`config.mk`:
```
export PLATFORM = sky130hd
export DESIGN_NAME = qrs_win_ctrl
export DESIGN_NICKNAME = d
export VERILOG_FILES = /design/src/rtl/qrs_pkg.sv /design/src/rtl/sample_counter.sv /design/src/rtl/qrs_win_ctrl.sv
export SDC_FILE = /design/constraint.sdc
export NUM_CORES = 1
export LEC_CHECK = 0
export ABC_AREA = 0
export ABC_CLOCK_PERIOD_IN_PS = 1600
export CAP_MARGIN = 5
export CORE_MARGIN = 4
export CORE_UTILIZATION = 45
export CTS_CLUSTER_SIZE = 8
export DETAILED_ROUTE_END_ITERATION = 6
export PLACE_DENSITY = 0.86
export REMOVE_ABC_BUFFERS = 1
export SETUP_SLACK_MARGIN = 0.5
export SYNTH_ARGS = -nofsm -noshare
export SYNTH_HDL_FRONTEND = slang
export SYNTH_SLANG_ARGS = --single-unit
```
`constraint.sdc`:
```
create_clock -name i_clk -period 1.6 [get_ports i_clk]
set_input_delay 0.24 -clock i_clk [delete_from_list [all_inputs] [get_ports i_clk]]
set_output_delay 0.24 -clock i_clk [all_outputs]
set_load 0.01 [all_outputs]
```
`src/rtl/qrs_pkg.sv`:
```
// rtl/qrs_pkg.sv - shared types and default lengths for the QRS window sequencer
package qrs_pkg;

  typedef enum logic [1:0] {
    WAIT_LOW,
    ARMED,
    WINDOW,
    REFRACT
  } qrs_win_state_t;

  localparam int QRS_WIN_LEN     = 36;
  localparam int QRS_REFRACT_LEN = 72;

endpackage

```
`src/rtl/sample_counter.sv`:
```
// rtl/sample_counter.sv - clearable ce-gated sample counter with terminal flag at MAX-1
module sample_counter #(
  parameter int MAX = 36
) (
  input  logic clk,
  input  logic rst,
  input  logic clr,
  input  logic ce,
  output logic tc
);

  localparam int W = $clog2(MAX);
  localparam logic [W-1:0] LAST = W'(MAX - 1);

  logic [W-1:0] cnt;

  always_ff @(posedge clk or posedge rst) begin
    if (rst) begin
      cnt <= '0;
    end else if (clr) begin
      cnt <= '0;
    end else if (ce) begin
      cnt <= cnt + 1'b1;
    end
  end

  assign tc = (cnt == LAST);

endmodule

```
`src/rtl/qrs_win_ctrl.sv`:
```
// rtl/qrs_win_ctrl.sv - QRS search window / refractory / RR sequencer
// Optional RR measurement built only when QRS_WIN_CTRL_RR_EN is defined.
module qrs_win_ctrl
  import qrs_pkg::*;
#(
  parameter int DATA_WIDTH  = 11,
  parameter int WIN_LEN     = QRS_WIN_LEN,
  parameter int REFRACT_LEN = QRS_REFRACT_LEN,
  parameter int RR_WIDTH    = 11
) (
  input  logic                         i_clk,
  input  logic                         i_rst,
  input  logic                         i_ce,
  input  logic signed [DATA_WIDTH-1:0] i_feature,
  input  logic                         i_feature_valid,
  input  logic signed [DATA_WIDTH-1:0] i_threshold,
  input  logic                         i_extremum_found,
  output logic                         o_qrs_win_active,
  output logic                         o_refractory_active,
  output logic                         o_beat,
  output logic                         o_missed,
  output logic [RR_WIDTH-1:0]          o_rr_interval,
  output logic                         o_rr_valid
);

  qrs_win_state_t state, state_nxt;
  logic above, below;
  logic win_tc, ref_tc;
  logic beat_nxt, missed_nxt;

  assign above = i_ce & i_feature_valid & (i_feature > i_threshold);
  assign below = i_ce & i_feature_valid & (i_feature <= i_threshold);

  // Counters are held cleared outside their own state, so entry always starts at zero.
  sample_counter #(.MAX(WIN_LEN)) u_win_cnt (
    .clk (i_clk),
    .rst (i_rst),
    .clr (state != WINDOW),
    .ce  (i_ce),
    .tc  (win_tc)
  );

  sample_counter #(.MAX(REFRACT_LEN)) u_ref_cnt (
    .clk (i_clk),
    .rst (i_rst),
    .clr (state != REFRACT),
    .ce  (i_ce),
    .tc  (ref_tc)
  );

  always_ff @(posedge i_clk or posedge i_rst) begin
    if (i_rst) begin
      state <= WAIT_LOW;
    end else begin
      state <= state_nxt;
    end
  end

  always_comb begin
    state_nxt  = state;
    beat_nxt   = 1'b0;
    missed_nxt = 1'b0;
    case (state)
      WAIT_LOW: begin
        if (below) state_nxt = ARMED;
      end
      ARMED: begin
        if (above) state_nxt = WINDOW;
      end
      WINDOW: begin
        // A hit beats a coincident timeout.
        if (i_extremum_found) begin
          state_nxt = REFRACT;
          beat_nxt  = 1'b1;
        end else if (i_ce && win_tc) begin
          state_nxt  = WAIT_LOW;
          missed_nxt = 1'b1;
        end
      end
      REFRACT: begin
        if (i_ce && ref_tc) state_nxt = WAIT_LOW;
      end
      default: state_nxt = WAIT_LOW;
    endcase
  end

  always_ff @(posedge i_clk or posedge i_rst) begin
    if (i_rst) begin
      o_qrs_win_active    <= 1'b0;
      o_refractory_active <= 1'b0;
      o_beat              <= 1'b0;
      o_missed            <= 1'b0;
    end else begin
      o_qrs_win_active    <= (state_nxt == WINDOW);
      o_refractory_active <= (state_nxt == REFRACT);
      o_beat              <= beat_nxt;
      o_missed            <= missed_nxt;
    end
  end

`ifdef QRS_WIN_CTRL_RR_EN
  localparam logic [RR_WIDTH-1:0] RR_MAX = '1;

  logic [RR_WIDTH-1:0] rr_cnt;
  logic                first_beat;

  // The first beat after reset has no predecessor, so it only restarts the count.
  always_ff @(posedge i_clk or posedge i_rst) begin
    if (i_rst) begin
      rr_cnt        <= '0;
      first_beat    <= 1'b1;
      o_rr_interval <= '0;
      o_rr_valid    <= 1'b0;
    end else begin
      o_rr_valid <= 1'b0;
      if (beat_nxt) begin
        o_rr_interval <= rr_cnt;
        rr_cnt        <= {{(RR_WIDTH-1){1'b0}}, i_ce};
        o_rr_valid    <= ~first_beat;
        first_beat    <= 1'b0;
      end else if (i_ce && (rr_cnt != RR_MAX)) begin
        rr_cnt <= rr_cnt + 1'b1;
      end
    end
  end
`else
  assign o_rr_interval = '0;
  assign o_rr_valid    = 1'b0;
`endif

endmodule

```
==> summary.txt <==
Yosys
  • Mapped Area: 1275 um2
  • Cells after Synth: 138
  • EDFF count, synth: 0
  • Yosys Warn Count: 0
  • Register area share after synthesis: 0.3729
  • Distinct cells, synth: 35
  • Post-synth top area cell: dfrtp_1
  • Synth top area share: 0.3729
  • Mean post-synth cell area: 9.239 um2
  • Yosys reg bits: 19
  • Ys flop type: dfrtp_1
  • Fraction of registers with async set or reset after synthesis: 1.000
  • Synth top area cells: dfrtp_1 37%, ha_1 13%, buf_4 7.7%

Finish
  • Design Area, Final: 1967 um2
  • Share of cells above drive strength 1: 0.5231
  • Nets: 236
  • Layout Cells excl Fill: 226
  • P&R area growth vs syn: 54.27%
  • Post-layout util: 0.7195
  • Inserted Diodes: 0

Detailed routing
  • Initial DRC count: 50
  • Final wirelength: 3842 um
  • Vias: 1214
  • Routed Antenna Nets: 0
  • Drt wl/cell: 17.00 um
  • Drt pass-1 iters: 4
  • DRC errors left: 0
  • Vias per inst: 5.372

Timing
  • Final max-slew violation count: 0
  • WHS: 0.2382 ns
  • Final Setup Violations: 0
  • Fmax: 0.6742 GHz
  • Post-layout minimum cycle time: 1.483 ns
  • Period utilization: 0.9271
  • RSZ-0062 raised after global routing: true
  • Final Hold Fails: 0
  • Final Skew: 0.001733 ns

Critical path
  • Nature of the critical path endpoint: register
  • Worst r2r path cells: 6
  • Setup crit start kind: register
  • Crit path kind: reg -> reg
  • Critical Path AT: 1.71 ns
  • CP required: 1.83 ns
  • Top fanout value on the critical path: 3

Floorplanning
  • Die ar.: 3749 um2
  • Die X: 61.23 um
  • I/O pins: 43
  • Initial Util: 0.4664
  • Core footprint: 2734 um2
  • Die H: 61.23 um
  • # rows: 19

CTS
  • Clock slew at reported path FFs: 0.10 ns
  • Clk_lat worst skew: 0.31 ns
  • CTS H-Tree Depth: 1
  • Clock Sinks: 19
  • CTS Root Cell: clkbuf_4
  • Clock buffer count from CTS: 3
  • Clock Path Buffers: 2
  • CTS tree: yes

Power and ir drop
  • Peak supply drop: 0.7852 mV
  • P per Cell Area: 859.2 nW/um2
  • LEAKAGE: 0.9305 nW

Status
  • Run status: finished clean

Global routing
  • Tot GR Track Use: 0.2055
  • Initial antenna violation count: 0
  • Largest net degree at the start of global routing: 20
  • Grt total ovfl: 0
  • Global-route wire length before repair: 5513 um
  • Vias in the first global route: 1205

Run
  • Max Cap Viol: 0

Placement
  • Post-DP HPWL: 2219 um
  • Dpl cells: 206
  • Routability congestion estimate from global placement: 0.8382
  • Port Buf Inserts: 30
  • Post-DP Area: 1625 um2

Worst hold path
  • Min-delay worst type: in -> async
## cell type report
cell class / instances / area [um2]
flip-flops and latches: 19 / 478.0
well taps: 31 / 38.79
inverters: 14 / 52.55
fillers: 176 / 767.0
repair buffers: 57 / 444.2
clock buffers: 4 / 26.28
multi-input cells: 101 / 927.1
## cell families after synthesis
| logic type | share of synthesized area |
|---|---|
| other cells | 0.002941 |
| flops | 0.3729 |
| compound gates | 0.1070 |
| xor+xnor | 0.06183 |
| simple gates | 0.1825 |
| buf+inv | 0.1295 |
| fa+ha+maj | 0.1276 |
| mux | 0.01570 |
## timing repair
action | in CTS | in global routing
gates cloned | 0 | 0
endpoints found under the hold margin | 0 | 0
hold buffers | 0 | 0
setup endpoints to repair | 16 | 18
gates resized for setup | 143 | 15
pin swaps | 40 | 16
setup buffers | 11 | 5
## cell usage after synthesis, types with 2 or more instances
cell type / number
mux2i_1: 2
nor2_1: 14
xor2_1: 7
nor3b_1: 2
inv_1: 14
nand2_1: 10
or3_1: 2
o21ai_0: 5
buf_4: 13
o32ai_1: 2
xnor2_1: 2
a21oi_1: 6
nand2b_1: 2
dfrtp_1: 19
nand4_1: 6
ha_1: 13
## cells in the final DEF, fill, tap and decap left out, drive strengths merged, types with 2 or more instances in the layout
master          n
nor2           14
or3             2
inv            14
nand2          10
xor2            7
mux2i           2
clkdlybuf4s50   3
dfrtp          19
nand4           6
clkbuf          4
clkdlybuf4s15   3
xnor2           2
a21oi           6
buf            49
dlygate4sd2     2
o32ai           2
nor3b           2
ha             13
nand2b          2
o21ai           5
conb           12
## metal layers
layer / track usage / wire length, um / vias to the layer above
met5: 0 / 0 / -
met4: 0.1084 / 126 / 0
met3: 0.04193 / 214 / 15
met2: 0.3882 / 2037 / 43
met1: 0.2090 / 1463 / 596
li1: - / - / 560
## power by group
group | switching (mW) | internal [mW] | total [mW]
sequential | 0.0842 | 0.566 | 0.651
clock | 0.153 | 0.0976 | 0.250
combinational | 0.375 | 0.414 | 0.789
total | 0.612 | 1.08 | 1.69
## through the flow
step | total power [mW] | setup TNS (ns) | setup slack [ns]
after CTS | 1.532 | 0 | 0.1656
final | 1.690 | 0 | 0.1167
after floorplan | 0.9134 | 0 | 0.2205
after global routing | 1.781 | 0 | 0.05793
after detailed placement | 1.143 | -1.253 | -0.3644
after global placement | 1.108 | -0.9800 | -0.2930
## state kept, by name, indices dropped and copies added (netlist names)
name,cells
state,2
o_missed,1
o_refractory_active,1
o_qrs_win_active,1
u_win_cnt.cnt,6
u_ref_cnt.cnt,7
o_beat,1
## critical path, stage by stage (launching register included)
cell       delay, ns
dfrtp_1         0.41
ha_2            0.19
and3_4          0.17
buf_6           0.12
and2_2          0.19
a22oi_2         0.17
o2bb2ai_1       0.15
## final timing paths
kind | slack, ns | end | startpoint
worst max-delay path | 0.12 | state[1]$_DFF_PP0_ | u_ref_cnt.cnt[1]$_DFFE_PP0P_
worst min-delay path | 0.24 | u_ref_cnt.cnt[0]$_DFFE_PP0P_ | i_rst
worst max register to register | 0.12 | state[1]$_DFF_PP0_ | u_ref_cnt.cnt[1]$_DFFE_PP0P_
worst min register to register | 0.56 | u_win_cnt.cnt[5]$_DFFE_PP0P_ | u_win_cnt.cnt[5]$_DFFE_PP0P_
max in group asynchronous | 1.14 | u_win_cnt.cnt[0]$_DFFE_PP0P_ | i_rst
min in group i_clk | 0.52 | u_win_cnt.cnt[1]$_DFFE_PP0P_ | i_ce
Power figures use the tool's default switching activity.
